File: config.mk
export PLATFORM = sky130hd
export DESIGN_NAME = nos_dac_serializer
export DESIGN_NICKNAME = d
export VERILOG_FILES = /design/src/rtl/nos_dac_serializer_pkg.sv /design/src/rtl/nos_dac_serializer_lane.sv /design/src/rtl/nos_dac_serializer.sv
export SDC_FILE = /design/constraint.sdc
export NUM_CORES = 1
export LEC_CHECK = 0
export ABC_AREA = 1
export BUFFER_PORTS_ARGS = -buffer_cell sky130_fd_sc_hd__buf_2
export CORE_MARGIN = 5
export CORE_UTILIZATION = 28
export DETAILED_ROUTE_END_ITERATION = 7
export SYNTH_ARGS = -nofsm -noshare
export SYNTH_HDL_FRONTEND = slang
export SYNTH_SLANG_ARGS = --single-unit
File: constraint.sdc
create_clock -name clk -period 3 [get_ports clk]
set_input_delay 0 -clock clk [delete_from_list [all_inputs] [get_ports clk]]
set_output_delay 0 -clock clk [all_outputs]
set_load 0.01 [all_outputs]
File: src/rtl/nos_dac_serializer_pkg.sv
// nos_dac_serializer_pkg: shared types and helpers for the NOS DAC serializer.
//   I2S_BITS        : PCM word width per channel (MSB-aligned)
//   LANE_BITS       : width of a per-channel shift lane
//   NOS_BITNUM      : DAC word-width selector (16/18/20/24 bits)
//   nos_bits()      : selector -> bit count
//   nos_ser_state_t : serializer FSM states
package nos_dac_serializer_pkg;

    localparam int unsigned I2S_BITS  = 32;
    localparam int unsigned LANE_BITS = 24;

    typedef enum logic [1:0] {
        NOS16 = 2'd0,
        NOS18 = 2'd1,
        NOS20 = 2'd2,
        NOS24 = 2'd3
    } NOS_BITNUM;

    typedef enum logic [2:0] {
        StIdle,
        StPreLo,
        StPreHi,
        StDatLo,
        StDatHi,
        StLeLo,
        StLeHi
    } nos_ser_state_t;

    function automatic logic [4:0] nos_bits(input NOS_BITNUM bitnum);
        logic [4:0] n;
        case (bitnum)
            NOS16:   n = 5'd16;
            NOS18:   n = 5'd18;
            NOS20:   n = 5'd20;
            default: n = 5'd24;
        endcase
        return n;
    endfunction

endpackage

File: src/rtl/nos_dac_serializer_lane.sv
// nos_dac_ser_lane: one channel's 24-bit load/shift register.
//   clk, reset : system clock, asynchronous active-high reset
//   load       : capture a new word (top load_bits bits, right-aligned)
//   shift      : shift the lane left by one bit
//   word       : 32-bit MSB-aligned PCM word
//   load_bits  : word width used for the capture
//   invert     : flip the sign bit at capture (two's complement -> offset binary)
//   cur_bits   : word width of the frame in flight, selects the output bit
//   msb        : current serial bit (lane bit cur_bits-1)
module nos_dac_ser_lane
    import nos_dac_serializer_pkg::*;
(
    input  logic                clk,
    input  logic                reset,
    input  logic                load,
    input  logic                shift,
    input  logic [I2S_BITS-1:0] word,
    input  logic [4:0]          load_bits,
    input  logic                invert,
    input  logic [4:0]          cur_bits,
    output logic                msb
);

    logic [LANE_BITS-1:0] lane_q;
    logic [LANE_BITS-1:0] load_val;

    // Keep the top load_bits bits of the word, zero-extended into the lane.
    always_comb begin
        load_val = LANE_BITS'(word >> (6'd32 - {1'b0, load_bits}));
        if (invert) begin
            load_val[load_bits - 5'd1] = ~load_val[load_bits - 5'd1];
        end
    end

    always_ff @(posedge clk or posedge reset) begin
        if (reset) begin
            lane_q <= '0;
        end else if (load) begin
            lane_q <= load_val;
        end else if (shift) begin
            lane_q <= {lane_q[LANE_BITS-2:0], 1'b0};
        end
    end

    assign msb = lane_q[cur_bits - 5'd1];

endmodule

File: src/rtl/nos_dac_serializer.sv
// nos_dac_serializer: N_CH-channel PCM -> simultaneous-mode NOS DAC serial streams.
// One-entry input buffer (valid/ready), programmable bit-clock divider, FSM producing
// preamble / data / latch-bit periods.
//   clk, reset   : system clock, asynchronous active-high reset
//   s_data       : N_CH x 32-bit MSB-aligned sample words (ch k at [32k+31:32k])
//   s_valid      : sample present
//   s_ready      : buffer can accept
//   nos_bitnum   : DAC word width, captured at frame load
//   bck_cont     : 1 = bck toggles during the preamble, captured at frame load
//   offset_bin   : (only with NOS_DAC_SER_OFFSET_BIN_EN) invert sign bit, captured at load
//   bck, le      : DAC bit clock and latch enable
//   data_out     : one serial data line per channel, MSB first
//   busy         : frame in progress
//   underrun     : one-cycle pulse after a frame ends with the buffer empty
// Optional feature macro: NOS_DAC_SER_OFFSET_BIN_EN.
module nos_dac_serializer
    import nos_dac_serializer_pkg::*;
#(
    parameter int unsigned N_CH       = 2,
    parameter int unsigned FRAME_BCKS = 32,
    parameter int unsigned HALF_DIV   = 1
) (
    input  logic                     clk,
    input  logic                     reset,
    input  logic [N_CH*I2S_BITS-1:0] s_data,
    input  logic                     s_valid,
    output logic                     s_ready,
    input  NOS_BITNUM                nos_bitnum,
    input  logic                     bck_cont,
`ifdef NOS_DAC_SER_OFFSET_BIN_EN
    input  logic                     offset_bin,
`endif
    output logic                     bck,
    output logic                     le,
    output logic [N_CH-1:0]          data_out,
    output logic                     busy,
    output logic                     underrun
);

    localparam int unsigned PW = (HALF_DIV > 1) ? $clog2(HALF_DIV) : 1;
    localparam logic [PW-1:0] PH_LAST = PW'(HALF_DIV - 1);
    localparam logic [7:0] FRAME_LEN = 8'(FRAME_BCKS);

    nos_ser_state_t state_q, state_d;

    logic [PW-1:0]              phase_q, phase_d;
    logic [7:0]                 cnt_q, cnt_d;
    logic [4:0]                 nbits_q;
    logic                       bck_cont_q;
    logic                       buf_full_q;
    logic [N_CH*I2S_BITS-1:0]   buf_data_q;
    logic                       rdy_en_q;
    logic                       underrun_q, underrun_d;
    logic                       load, shift, accept, ph_end, invert_load;
    logic [4:0]                 load_bits;
    logic [7:0]                 pre_len;
    logic [N_CH-1:0]            lane_msb;

`ifdef NOS_DAC_SER_OFFSET_BIN_EN
    assign invert_load = offset_bin;
`else
    assign invert_load = 1'b0;
`endif

    assign load_bits = nos_bits(nos_bitnum);
    assign pre_len   = FRAME_LEN - {3'b000, load_bits};
    assign ph_end    = (phase_q == PH_LAST);

    // rdy_en_q holds s_ready low until the first edge after reset release.
    assign s_ready = rdy_en_q & ~buf_full_q & ~reset;
    assign accept  = s_valid & s_ready;

    // Input buffer. Accept needs an empty buffer and load needs a full one, so the
    // two never coincide and a load never passes a same-edge word through.
    always_ff @(posedge clk or posedge reset) begin
        if (reset) begin
            buf_full_q <= 1'b0;
            buf_data_q <= '0;
            rdy_en_q   <= 1'b0;
        end else begin
            rdy_en_q <= 1'b1;
            if (accept) begin
                buf_full_q <= 1'b1;
                buf_data_q <= s_data;
            end else if (load) begin
                buf_full_q <= 1'b0;
            end
        end
    end

    // State register.
    always_ff @(posedge clk or posedge reset) begin
        if (reset) begin
            state_q <= StIdle;
        end else begin
            state_q <= state_d;
        end
    end

    // Counters and per-frame configuration.
    always_ff @(posedge clk or posedge reset) begin
        if (reset) begin
            phase_q    <= '0;
            cnt_q      <= '0;
            underrun_q <= 1'b0;
            nbits_q    <= 5'd16;
            bck_cont_q <= 1'b0;
        end else begin
            phase_q    <= phase_d;
            cnt_q      <= cnt_d;
            underrun_q <= underrun_d;
            if (load) begin
                nbits_q    <= load_bits;
                bck_cont_q <= bck_cont;
            end
        end
    end

    always_comb begin
        phase_d = phase_q + PW'(1);
        if (state_q == StIdle || load || ph_end) begin
            phase_d = '0;
        end
    end

    // Next-state logic. The period counter exits a section when a high-phase end
    // would take it from 1 to 0.
    always_comb begin
        state_d    = state_q;
        cnt_d      = cnt_q;
        load       = 1'b0;
        shift      = 1'b0;
        underrun_d = 1'b0;
        case (state_q)
            StIdle: begin
                if (buf_full_q) load = 1'b1;
            end
            StPreLo: begin
                if (ph_end) state_d = StPreHi;
            end
            StPreHi: begin
                if (ph_end) begin
                    if (cnt_q == 8'd1) begin
                        state_d = StDatLo;
                        cnt_d   = {3'b000, nbits_q} - 8'd1;
                    end else begin
                        state_d = StPreLo;
                        cnt_d   = cnt_q - 8'd1;
                    end
                end
            end
            StDatLo: begin
                if (ph_end) state_d = StDatHi;
            end
            StDatHi: begin
                if (ph_end) begin
                    shift = 1'b1;
                    if (cnt_q == 8'd1) begin
                        state_d = StLeLo;
                    end else begin
                        state_d = StDatLo;
                        cnt_d   = cnt_q - 8'd1;
                    end
                end
            end
            StLeLo: begin
                if (ph_end) state_d = StLeHi;
            end
            StLeHi: begin
                if (ph_end) begin
                    if (buf_full_q) begin
                        load = 1'b1;
                    end else begin
                        state_d    = StIdle;
                        underrun_d = 1'b1;
                    end
                end
            end
            default: state_d = StIdle;
        endcase

        if (load) begin
            if (pre_len != 8'd0) begin
                state_d = StPreLo;
                cnt_d   = pre_len;
            end else begin
                state_d = StDatLo;
                cnt_d   = {3'b000, load_bits} - 8'd1;
            end
        end
    end

    // Outputs decode from registered state only, so reset clears them at once.
    always_comb begin
        bck      = 1'b0;
        le       = 1'b0;
        data_out = '0;
        busy     = 1'b1;
        underrun = underrun_q;
        case (state_q)
            StPreLo: ;
            StPreHi: bck = bck_cont_q;
            StDatLo: data_out = lane_msb;
            StDatHi: begin
                bck      = 1'b1;
                data_out = lane_msb;
            end
            StLeLo: begin
                le       = 1'b1;
                data_out = lane_msb;
            end
            StLeHi: begin
                bck      = 1'b1;
                le       = 1'b1;
                data_out = lane_msb;
            end
            default: busy = 1'b0;
        endcase
    end

    for (genvar k = 0; k < N_CH; k++) begin : g_lane
        nos_dac_ser_lane u_lane (
            .clk       (clk),
            .reset     (reset),
            .load      (load),
            .shift     (shift),
            .word      (buf_data_q[k*I2S_BITS +: I2S_BITS]),
            .load_bits (load_bits),
            .invert    (invert_load),
            .cur_bits  (nbits_q),
            .msb       (lane_msb[k])
        );
    end

endmodule

After elaboration in Yosys (flattened, before gate mapping) --
Index checks and enable logic that the tools add are counted.
Storage, ports and cells: register bits 133, bits of input ports 70, output and inout bits 7, logic and storage cells 102
Operators by class: add/subtract/negate cells 7, $lt $le $gt $ge 1, equal/unequal tests 18, shift-type cells 2, muxes and demuxes 43, bitwise logic cells 6, reduce and logical (&&, ||, !) cells 14
Operators with widths (count):
- 24-bit 2-to-1 mux | 4
- 32-bit by 6-bit right shift with 24-bit output | 2
- 8-bit 2-to-1 mux | 6
- 3-bit 2-to-1 mux | 9
- 3-bit inequality test, second input constant | 8
- 3-bit one-hot mux with 7 select lines | 1
- 8-bit one-hot mux with 2 select lines | 1
- 1-bit 2-to-1 mux | 14
- 4-bit one-hot mux with 3 select lines | 1
- 5-bit by 1-bit subtractor with 6-bit output, second input constant | 2
- 1-bit binary-select mux with 5-bit select | 2
- 3-bit == test, second input constant | 3
- 8-bit by 1-bit == test with 1-bit output, second input constant | 1
- 8-bit AND reduction | 1
- 8-bit nonzero test | 1
- 8-bit by 1-bit subtractor with 8-bit output, second input constant | 1
- 6-bit by 5-bit subtractor with 7-bit output, first input constant | 1
- 3-bit by 2-bit == test with 1-bit output, second input constant | 2
- 5-bit by 6-bit < comparator with 1-bit output, second input constant | 1
- 2-bit 2-to-1 mux | 3
- 6-bit OR reduction | 1
- 6-bit by 5-bit subtractor with 6-bit output, first input constant | 1
- 5-bit by 1-bit subtractor with 5-bit output, second input constant | 1
- 1-bit one-hot mux with 2 select lines | 2
- 15 further kinds | 22

Logic depth before layout (Yosys ltp) --
word-level depth 6, gate-level depth with buffers 12, depth with buffers taken out 11

By module --
Synthesis repeated with hierarchy kept, for this count alone.
Second synthesis, totals: cell total of the unflattened synthesis 1778, area total of the unflattened synthesis 11976.5 um^2
Modules (own cells, without submodules):
- nos_dac_ser_lane | instances 2, cells an instance 721, area each 3973.8 um^2, sequential area each 600.6 um^2
- nos_dac_serializer | instances 1, cells an instance 336, area each 4028.9 um^2, sequential area each 2077.0 um^2

Worst setup path before layout --
No wires, ideal clock.
path kind register to output, from reg nbits_q[1], to out data_out[0], arrival time 1.852 ns, required time 3.000 ns, path slack 1.148 ns, stages on the path, launching flop included 11, path buffers 2, path through dfrtp_1 clkinv_1 clkbuf_1 ha_1 clkbuf_1 inv_1 a21oi_1 o21ai_0 nand3_1 nand3_1 a21oi_1
Between the ends: word-level cells in the longest chain between the ends 4
RTL lines:
- start: declaration | RTL line nos_dac_serializer.sv:48 | logic [4:0] nbits_q;
- start signal: assignment | RTL line nos_dac_serializer.sv:113 | nbits_q <= load_bits;
- 5-bit by 1-bit subtractor with 5-bit output | RTL line nos_dac_serializer_lane.sv:45 | assign msb = lane_q[cur_bits - 5'd1];
- 1-bit binary-select mux with 5-bit select | RTL line nos_dac_serializer_lane.sv:45
- 1-bit 2-to-1 mux (not written as such) | RTL line nos_dac_serializer_lane.sv:45
- 2-bit 2-to-1 mux | RTL line nos_dac_serializer.sv:200 | case (state_q)
- end: declaration | RTL line nos_dac_serializer.sv:35 | output logic [N_CH-1:0] data_out,
Every way passes these cells. The select of a mux whose other input is x is not followed.

Worst setup path after layout --
Same ends and word-level chain as after synthesis.

==> results_dict.tcl <==
set metrics [dict create \
    area.growth.synth_to_final_pct 23.7 \
    grt_pass1_vias 6269 \
    async_reset_ff_frac 1.00 \
    synth_nets 1036 \
    setup_viol 0 \
    endpoint_kind "output pin" \
    yosysSeqAreaShare 0.415 \
    synth_top_area_cell "dfrtp_1" \
    numClockSinks 115 \
    yosys_most_used_dff "dfrtp_1" \
    pre_cts_ws_ns 0.971 \
    dp_hpwl_um 13400 \
    drt_pass1_iterations 4 \
    wl_per_cell_um 13.9 \
    synth_top_cells_by_area "dfrtp_1 41%, nand2_1 14%, nand3_1 6.5%, o21ai_0 5.9%, nor2_1 5.4%" \
    cap_violations 0 \
    num_vias 6540 \
    p_comb_frac 0.407 \
    cts_buffers 17 \
    routed_wl_um 19100 \
    drc 0 \
    chipWidth_um 167 \
    run_status "finished clean" \
    clkTransAtPathRegs_ns 0.06 \
    worst_hold_path_type "input pin to register" \
    syn_area_sq_mm 0.00694 \
    synth.top_cell.area_share 0.415 \
    final_antenna_net_count 0 \
    vias_per_cell 4.75 \
    grt_overflow 0 \
    finalWorstSetupSlack_ns 0.541 \
    insertion_delay_ns 0.42 \
    diodes 0 \
    antenna_found_initial 0 \
    pwr-share-seq 0.344 \
    power.share.clock 0.249 \
    ys_types 36 \
    cp.required_ns 3.00 \
    grt_pass1_wl_um 31900 \
    p_per_area_mw_per_mm2 948 \
    maxSlewHeadroom 0.314 \
    htreeDepth 4 \
    syn_inst 958 \
    p_sw_w 0.00332 \
    cts_resized 0 \
    period_share 0.820 \
    dieArea_sq_mm 0.0280 \
    postSynthAreaPerCell_sq_um 7.24 \
    finalHoldViolations 0 \
    ir_drop_uv 382 \
    dr.first_iter.drc_count 384 \
    drv_slew 0 \
    p_int_w 0.00482 \
    yosysMostFrequentCell "nand2_1" \
    critical_path_class "register to output pin" \
    fin_hold_ws_ns 0.0292 \
    layout.nets 1118 \
    cts.path.max_buffers 2 \
    ys_top_cells_by_count "255 x nand2_1, 115 x dfrtp_1, 100 x nor2_1" \
    p_sw_frac 0.408 \
    yosys_warnings 0 \
    ys_ff_latch 115 \
    rsz0062_at_grt "no" \
    start_util 0.285 \
    fmax_mhz 407 \
    synth_edf_count 0 \
    io_buffers 60 \
    gp_congestion 0.846 \
    postCtsSetupBuffers 0 \
    io_pins 77 \
    core_sq_mm 0.0244 \
    cp_max_fo 11 \
    cp.arrival_ns 2.46 \
    tns_ns 0 \
    tritoncts "built" \
    cp-start-kind "register" \
    skew_ns 0.00561 \
    num_rows 57 \
    hold_buffers 51 \
    die_y_um 167 \
    root_buffer "clkbuf_16" \
    p_leak_nw 4.06 \
    min_period_ns 2.46 \
    worst_pin_slew_ns 1.03 \
    grt_max_degree 90 \
    drive_gt1_frac 0.138 \
    total_power_w 0.00814 \
    grt.total_usage 0.137 \
]
sequential cells by signal, summed over array words and instances, names as in the netlist, 3 cells and up:
| register | count |
|---|---|
| buf_data_q | 48 |
| g_lane.u_lane.lane_q | 48 |
| cnt_q | 8 |
| nbits_q | 3 |
| state_q | 3 |
stage by stage:
stage | instances | area [sq um] | utilization
floorplan | 958 | 6940 | -
global placement | 1294 | 7480 | 0.307
detailed placement | 1294 | 7480 | 0.307
CTS | 1377 | 8580 | 0.352
global route | 1377 | 8580 | 0.352
finish | 1377 | 8580 | 0.352
power by group through the flow:
stage | clock (W) | sequential [W] | combinational (W)
after floorplan | 0 | 0.00264 | 0.00263
after global placement | 0 | 0.00280 | 0.00321
after detailed placement | 0 | 0.00282 | 0.00327
after CTS | 0.00206 | 0.00280 | 0.00333
after global routing | 0.00213 | 0.00291 | 0.00378
final | 0.00202 | 0.00280 | 0.00331
metal layers:
metal / vias to the layer above / part of all wire / GRT usage
met4: 0 / 0.018 / 0.0427
li1: 3320 / - / -
met3: 27 / 0.031 / 0.0233
met2: 133 / 0.49 / 0.230
met5: - / 0 / 0
met1: 3060 / 0.46 / 0.182
layout by cell type (no fill, tap or decap), drive strengths merged:
cell type | netlist | routed
nor3 | 2 | 2
nand2 | 259 | 259
o21ai | 88 | 88
a31oi | 1 | 1
buf | 34 | 71
clkinv | 2 | 8
o21a | 2 | 2
nand4 | 9 | 9
conb | 2 | 2
o22ai | 2 | 2
bufinv | 0 | 2
dlygate4sd3 | 0 | 51
nand3 | 92 | 92
ha | 8 | 8
mux2 | 18 | 18
xnor2 | 1 | 1
xor2 | 3 | 3
or2 | 8 | 8
dfrtp | 115 | 115
a21oi | 74 | 74
clkinvlp | 0 | 3
nor2 | 105 | 105
inv | 74 | 73
clkbuf | 25 | 22
o211ai | 34 | 34
worst paths after layout:
kind	start	end	slack (ns)	depth (start not counted)
worst max-delay path	nbits_q[1]	data_out[0]	0.54	9
max in group asynchronous	reset	g_lane[0].u_lane.lane_q[19]	1.78	4
worst min-delay path	nos_bitnum[0]	nbits_q[3]	0.03	4
worst min register to register	g_lane[0].u_lane.lane_q[6]	g_lane[0].u_lane.lane_q[6]	0.48	2
worst max register to register	state_q[2]	cnt_q[2]	0.93	7
min in group asynchronous	reset	buf_data_q[31]	0.37	3
layout make-up:
cell class / instances / area [sq um]
Clock buffer: 22 / 484
Clock inverter: 10 / 105
Fill cell: 2582 / 15800
Inverter: 76 / 294
Multi-Input combinational cell: 708 / 3490
Sequential cell: 115 / 2880
Tap cell: 324 / 405
Timing Repair Buffer: 122 / 931
critical path, cell delays in order (launching register included):
cell      delay (ns)
dfrtp_1         0.55
clkinv_1        0.16
ha_1            0.47
inv_1           0.19
a21oi_1         0.13
o21ai_0         0.10
nand2_1         0.09
nand2_1         0.06
a21oi_1         0.14
buf_2           0.17
logic make-up after synthesis:
group                    synth area share
AND/OR/NAND/NOR                     0.292
multiplexers                       0.0292
XOR/XNOR                          0.00505
buffers and inverters              0.0836
flip-flops                          0.415
other                             0.00108
adder cells (fa/ha/maj)            0.0144
AO/OA/AOI/OAI                       0.160
(Power assumes the default switching activity.)
